File: src/rtl/mc_control_if.sv
// Control bundle between the multicycle main control FSM and the MIPS datapath.
// The master side is the control FSM. The slave side is the datapath, which supplies the opcode.
interface mc_control_if;
    logic [5:0] op;
    logic       pcwrite;
    logic       pcwritecond;
    logic       iord;
    logic       memread;
    logic       memwrite;
    logic       memtoreg;
    logic       irwrite;
    logic [1:0] pcsource;
    logic       aluop1;
    logic       aluop0;
    logic       alusrca;
    logic [1:0] alusrcb;
    logic       regwrite;
    logic       regdst;
    logic [3:0] state;

    modport master (
        input  op,
        output pcwrite, pcwritecond, iord, memread, memwrite, memtoreg, irwrite,
               pcsource, aluop1, aluop0, alusrca, alusrcb, regwrite, regdst, state
    );

    modport slave (
        output op,
        input  pcwrite, pcwritecond, iord, memread, memwrite, memtoreg, irwrite,
               pcsource, aluop1, aluop0, alusrca, alusrcb, regwrite, regdst, state
    );
endinterface

File: src/rtl/mc_control.sv
// Multicycle MIPS main control: a Moore FSM sequencing fetch/decode/execute/memory/writeback.
// Define MC_CONTROL_ADDI_EN to add the addi path (states ADDIEX/ADDIWB).
module mc_control (
    input  logic clk,
    input  logic reset,
    mc_control_if.master bus
);

    typedef enum logic [3:0] {
        FETCH  = 4'd0,
        DECODE = 4'd1,
        MEMADR = 4'd2,
        MEMRD  = 4'd3,
        MEMWB  = 4'd4,
        MEMWR  = 4'd5,
        EXEC   = 4'd6,
        RCOMP  = 4'd7,
        BEQ    = 4'd8,
        JUMP   = 4'd9,
        ADDIEX = 4'd10,
        ADDIWB = 4'd11
    } state_t;

    localparam logic [5:0] OP_RTYPE = 6'b000000;
    localparam logic [5:0] OP_LW    = 6'b100011;
    localparam logic [5:0] OP_SW    = 6'b101011;
    localparam logic [5:0] OP_BEQ   = 6'b000100;
    localparam logic [5:0] OP_J     = 6'b000010;
`ifdef MC_CONTROL_ADDI_EN
    localparam logic [5:0] OP_ADDI  = 6'b001000;
`endif

    state_t state_q;
    state_t state_d;

    always_ff @(posedge clk) begin
        if (reset) begin
            state_q <= FETCH;
        end else begin
            state_q <= state_d;
        end
    end

    always_comb begin
        state_d = FETCH;
        case (state_q)
            FETCH:  state_d = DECODE;
            DECODE: begin
                case (bus.op)
                    OP_LW, OP_SW: state_d = MEMADR;
                    OP_RTYPE:     state_d = EXEC;
                    OP_BEQ:       state_d = BEQ;
                    OP_J:         state_d = JUMP;
`ifdef MC_CONTROL_ADDI_EN
                    OP_ADDI:      state_d = ADDIEX;
`endif
                    default:      state_d = FETCH;
                endcase
            end
            MEMADR: state_d = (bus.op == OP_SW) ? MEMWR : MEMRD;
            MEMRD:  state_d = MEMWB;
            EXEC:   state_d = RCOMP;
`ifdef MC_CONTROL_ADDI_EN
            ADDIEX: state_d = ADDIWB;
`endif
            default: state_d = FETCH;
        endcase
    end

    // Outputs depend on the registered state only; unused encodings leave everything low.
    always_comb begin
        bus.pcwrite     = 1'b0;
        bus.pcwritecond = 1'b0;
        bus.iord        = 1'b0;
        bus.memread     = 1'b0;
        bus.memwrite    = 1'b0;
        bus.memtoreg    = 1'b0;
        bus.irwrite     = 1'b0;
        bus.pcsource    = 2'b00;
        bus.aluop1      = 1'b0;
        bus.aluop0      = 1'b0;
        bus.alusrca     = 1'b0;
        bus.alusrcb     = 2'b00;
        bus.regwrite    = 1'b0;
        bus.regdst      = 1'b0;
        case (state_q)
            FETCH: begin
                bus.memread = 1'b1;
                bus.irwrite = 1'b1;
                bus.alusrcb = 2'b01;
                bus.pcwrite = 1'b1;
            end
            DECODE: bus.alusrcb = 2'b11;
            MEMADR: begin
                bus.alusrca = 1'b1;
                bus.alusrcb = 2'b10;
            end
            MEMRD: begin
                bus.memread = 1'b1;
                bus.iord    = 1'b1;
            end
            MEMWB: begin
                bus.regwrite = 1'b1;
                bus.memtoreg = 1'b1;
            end
            MEMWR: begin
                bus.memwrite = 1'b1;
                bus.iord     = 1'b1;
            end
            EXEC: begin
                bus.alusrca = 1'b1;
                bus.aluop1  = 1'b1;
            end
            RCOMP: begin
                bus.regwrite = 1'b1;
                bus.regdst   = 1'b1;
            end
            BEQ: begin
                bus.alusrca     = 1'b1;
                bus.aluop0      = 1'b1;
                bus.pcwritecond = 1'b1;
                bus.pcsource    = 2'b01;
            end
            JUMP: begin
                bus.pcwrite  = 1'b1;
                bus.pcsource = 2'b10;
            end
`ifdef MC_CONTROL_ADDI_EN
            ADDIEX: begin
                bus.alusrca = 1'b1;
                bus.alusrcb = 2'b10;
            end
            ADDIWB: bus.regwrite = 1'b1;
`endif
            default: ;
        endcase
    end

    assign bus.state = state_q;

endmodule

File: src/flat_wrapper.sv
// flat-port wrapper written by rule: the top's interface ports become plain ports
module mc_control_flat 
  (clk, reset, bus_op, bus_pcwrite, bus_pcwritecond, bus_iord, bus_memread, bus_memwrite, bus_memtoreg, bus_irwrite, bus_pcsource, bus_aluop1, bus_aluop0, bus_alusrca, bus_alusrcb, bus_regwrite, bus_regdst, bus_state);
  mc_control_if bus_i ();
  input  logic clk;
  input  logic reset;
  input wire logic [$bits(bus_i.op)-1:0] bus_op;
  output wire logic [$bits(bus_i.pcwrite)-1:0] bus_pcwrite;
  output wire logic [$bits(bus_i.pcwritecond)-1:0] bus_pcwritecond;
  output wire logic [$bits(bus_i.iord)-1:0] bus_iord;
  output wire logic [$bits(bus_i.memread)-1:0] bus_memread;
  output wire logic [$bits(bus_i.memwrite)-1:0] bus_memwrite;
  output wire logic [$bits(bus_i.memtoreg)-1:0] bus_memtoreg;
  output wire logic [$bits(bus_i.irwrite)-1:0] bus_irwrite;
  output wire logic [$bits(bus_i.pcsource)-1:0] bus_pcsource;
  output wire logic [$bits(bus_i.aluop1)-1:0] bus_aluop1;
  output wire logic [$bits(bus_i.aluop0)-1:0] bus_aluop0;
  output wire logic [$bits(bus_i.alusrca)-1:0] bus_alusrca;
  output wire logic [$bits(bus_i.alusrcb)-1:0] bus_alusrcb;
  output wire logic [$bits(bus_i.regwrite)-1:0] bus_regwrite;
  output wire logic [$bits(bus_i.regdst)-1:0] bus_regdst;
  output wire logic [$bits(bus_i.state)-1:0] bus_state;
  assign bus_i.op = bus_op;
  assign bus_pcwrite = bus_i.pcwrite;
  assign bus_pcwritecond = bus_i.pcwritecond;
  assign bus_iord = bus_i.iord;
  assign bus_memread = bus_i.memread;
  assign bus_memwrite = bus_i.memwrite;
  assign bus_memtoreg = bus_i.memtoreg;
  assign bus_irwrite = bus_i.irwrite;
  assign bus_pcsource = bus_i.pcsource;
  assign bus_aluop1 = bus_i.aluop1;
  assign bus_aluop0 = bus_i.aluop0;
  assign bus_alusrca = bus_i.alusrca;
  assign bus_alusrcb = bus_i.alusrcb;
  assign bus_regwrite = bus_i.regwrite;
  assign bus_regdst = bus_i.regdst;
  assign bus_state = bus_i.state;
  mc_control u_core (.clk(clk), .reset(reset), .bus(bus_i));
endmodule
File: config.mk
export PLATFORM = sky130hd
export DESIGN_NAME = mc_control_flat
export DESIGN_NICKNAME = d
export VERILOG_FILES = /design/src/rtl/mc_control_if.sv /design/src/rtl/mc_control.sv /design/src/flat_wrapper.sv
export SDC_FILE = /design/constraint.sdc
export NUM_CORES = 1
export LEC_CHECK = 0
export CAP_MARGIN = 20
export CORE_AREA = 10 10 47 49
export CTS_CLUSTER_DIAMETER = 40
export DETAILED_ROUTE_END_ITERATION = 10
export DIE_AREA = 0 0 57 59
export PLACE_DENSITY = 0.76
export RECOVER_POWER = 100
export SYNTH_ARGS = -nofsm -noshare
export SYNTH_HDL_FRONTEND = slang
export SYNTH_SLANG_ARGS = --single-unit
File: constraint.sdc
create_clock -name clk -period 2.6 [get_ports clk]
set_input_delay 0.78 -clock clk [delete_from_list [all_inputs] [get_ports clk]]
set_output_delay 0.78 -clock clk [all_outputs]
set_load 0.01 [all_outputs]
==> metrics.txt <==
Design Power=203 uW; Buf/Inv on CP=3; Hold Crit Depth=2; CP max FO=8; Power Dens Cells=280 mW/mm^2; Detail Route Antenna Nets=0; # clock sinks=4; slowest CP cell=clkdlybuf4s50_1; maxcap violations=0; clk buf depth=2; startpoint types=register; Post-Syn Area=402 sq um; routed len/inst=14.8 um; syn nets=62; DR iter-0 viols=6; initial core utilization=0.287; Post-synth ARST share=0; Setup-failing EPs final=0; CP required=1.82 ns; DR pass1 iterations=4; clock buffers created by TritonCTS=3; fin crit share=0.954; die width=57 um; CP delay by family, top=buffers and inverters; Crit Reg-Reg Startpoint=u_core.bus.state[1]$_SDFF_PP0_; cell row count=14; type of destination of the critical path=primary output; antenna violations before repair=0; worst min path class=reg2reg; global-route usage over all layers=0.0883; most common cell after layout, fill and taps aside=clkdlybuf4s50_1; Lkg Pwr=0.000277 uW; crit path kind=reg2out; vias in the first global route=562; DR DRC count=0; Reg clk slew, reported paths=0.04 ns; r2r setup slk=0.86 ns; max incr delay on CP=0.58 ns; sequential share of the synthesized area=0.199; max FFs per register=4; CTS tree=done; Worst R2R End=u_core.bus.state[1]$_SDFF_PP0_; pin count of the biggest net entering global routing=11; nets@finish=94; Die Ht=59 um; Worst Tran Pin Value=0.285 ns; H-tree lvl count=1; grt ovf=0; Mean Syn Cell Area=7.44 sq um; post-route cell area=724 sq um; Die Area=0.00336 sq mm; Synth Warn #=0; Tmin final=2.48 ns; layout cells sized above 1=0.190; Via density=5.22; core area=0.00140 sq mm; GPL Wtd Cong=0.852; distinct cell type count after synthesis=30; Post-Synthesis Cells=54; hold path endpoint=u_core.bus.state[0]$_SDFF_PP0_; Worst R2R Path Depth=4; HP Start=u_core.bus.state[3]$_SDFF_PP0_; Max Clk Rate=0.403 GHz; status=complete, no violations; most frequent cells in the layout=clkdlybuf4s50_1, nor3_1, nor2_1, dlygate4sd3_1, buf_4; first-pass GRT wire length=2.50 mm; Worst-Skew Late Latency=0.24 ns; Root Driver=clkbuf_4; max_slew headroom=0.808; Peak VDD IR=0.000181 V; # IOs=28; Vias=522; final wirelength=1.48 mm; Layout area overhead=80.4%; area post-placement=707 sq um; Slew Viols, Final=0; crit-path cells=buf_4, inv_1, nor3_1, clkdlybuf4s50_1; final setup skew=0.00255 ns; Post-CTS Hold Buffers=0; n_diodes=0; unrepaired setup endpoints after global routing=false; CP arrival=1.70 ns; top_reg_cell synth=dfxtp_1; Fin. Hold Viols=0; I/O Buffers=27; post-synthesis register bit count=4; EDFF count, synth=0; Final HPWL DP=1.17 mm
-- cell type report --
class	count	area, sq um
inverters	2	7.51
multi-input cells	42	280
clock buffers	3	22.5
fillers	152	677
flip-flops and latches	4	82.6
repair buffers	33	312
well taps	16	20.0
-- report_power, final --
group / leakage, uW / internal, uW / switching [uW] / total, uW
Sequential: 0.0000336 / 63.2 / 2.71 / 65.9
Combinational: 0.000229 / 33.9 / 23.4 / 57.4
Clock: 0.0000138 / 51.8 / 28.0 / 79.8
-- synth_stat cells, types with 2 or more instances --
master | instances | area (sq um)
xnor2_1 | 2 | 17.5
nor3_1 | 7 | 35.0
nand2_1 | 2 | 7.51
nor2_1 | 7 | 26.3
inv_1 | 2 | 7.51
buf_4 | 2 | 15.0
clkbuf_1 | 3 | 11.3
dfxtp_1 | 4 | 80.1
nand2b_1 | 4 | 25.0
-- worst min-delay path: stages, from the launching register on --
cell       delay [ns]
dfxtp_2          0.42
buf_4            0.17
a2111oi_2        0.04
-- logic make-up after synthesis --
group / count (synthesis) / share of synthesized area
muxes: 1 / 0.0280
DFF: 4 / 0.199
xor gates and xnor gates: 3 / 0.0654
AOI/OAI and AO/OA: 8 / 0.174
and+or+nand+nor: 30 / 0.439
buffers and inverters: 8 / 0.0934
-- worst max-delay path by stage --
stage	to	from	depth (start not counted)	slack, ns
2_1_floorplan	u_core.bus.state[0]$_SDFF_PP0_	bus_op[0]	3	0.37
3_3_place_gp	u_core.bus.state[0]$_SDFF_PP0_	bus_op[0]	4	-0.05
3_5_place_dp	u_core.bus.state[0]$_SDFF_PP0_	bus_op[0]	4	-0.1
4_1_cts	bus_alusrca	u_core.bus.state[3]$_SDFF_PP0_	4	0.001
5_1_grt	bus_iord	u_core.bus.state[0]$_SDFF_PP0_	4	0.009
6_report	bus_iord	u_core.bus.state[0]$_SDFF_PP0_	4	0.12
-- repair_timing --
item                       CTS  global route
setup endpoints to repair    0             4
buffers inserted             0             0
resized for setup            0             2
-- per-layer routing --
layer | GRT usage | wire (um)
met5 | 0 | 0
met4 | 0.0470 | 22
met3 | 0.0300 | 94
met2 | 0.164 | 743
met1 | 0.0835 | 622
-- per-stage QoR --
step | instances | TNS [ns] | hold WS (ns) | utilization | worst slack (ns)
5_1_grt | 100 | 0 | 0.730 | 0.517 | 0.00884
4_1_cts | 100 | 0 | 0.764 | 0.521 | 0.00105
6_report | 100 | 0 | 0.679 | 0.517 | 0.119
3_5_place_dp | 97 | -0.0975 | 0.735 | 0.504 | -0.0975
2_1_floorplan | 54 | 0 | 0.612 | - | 0.368
3_3_place_gp | 97 | -0.0524 | 0.727 | 0.504 | -0.0524
(Power assumes the default switching activity.)
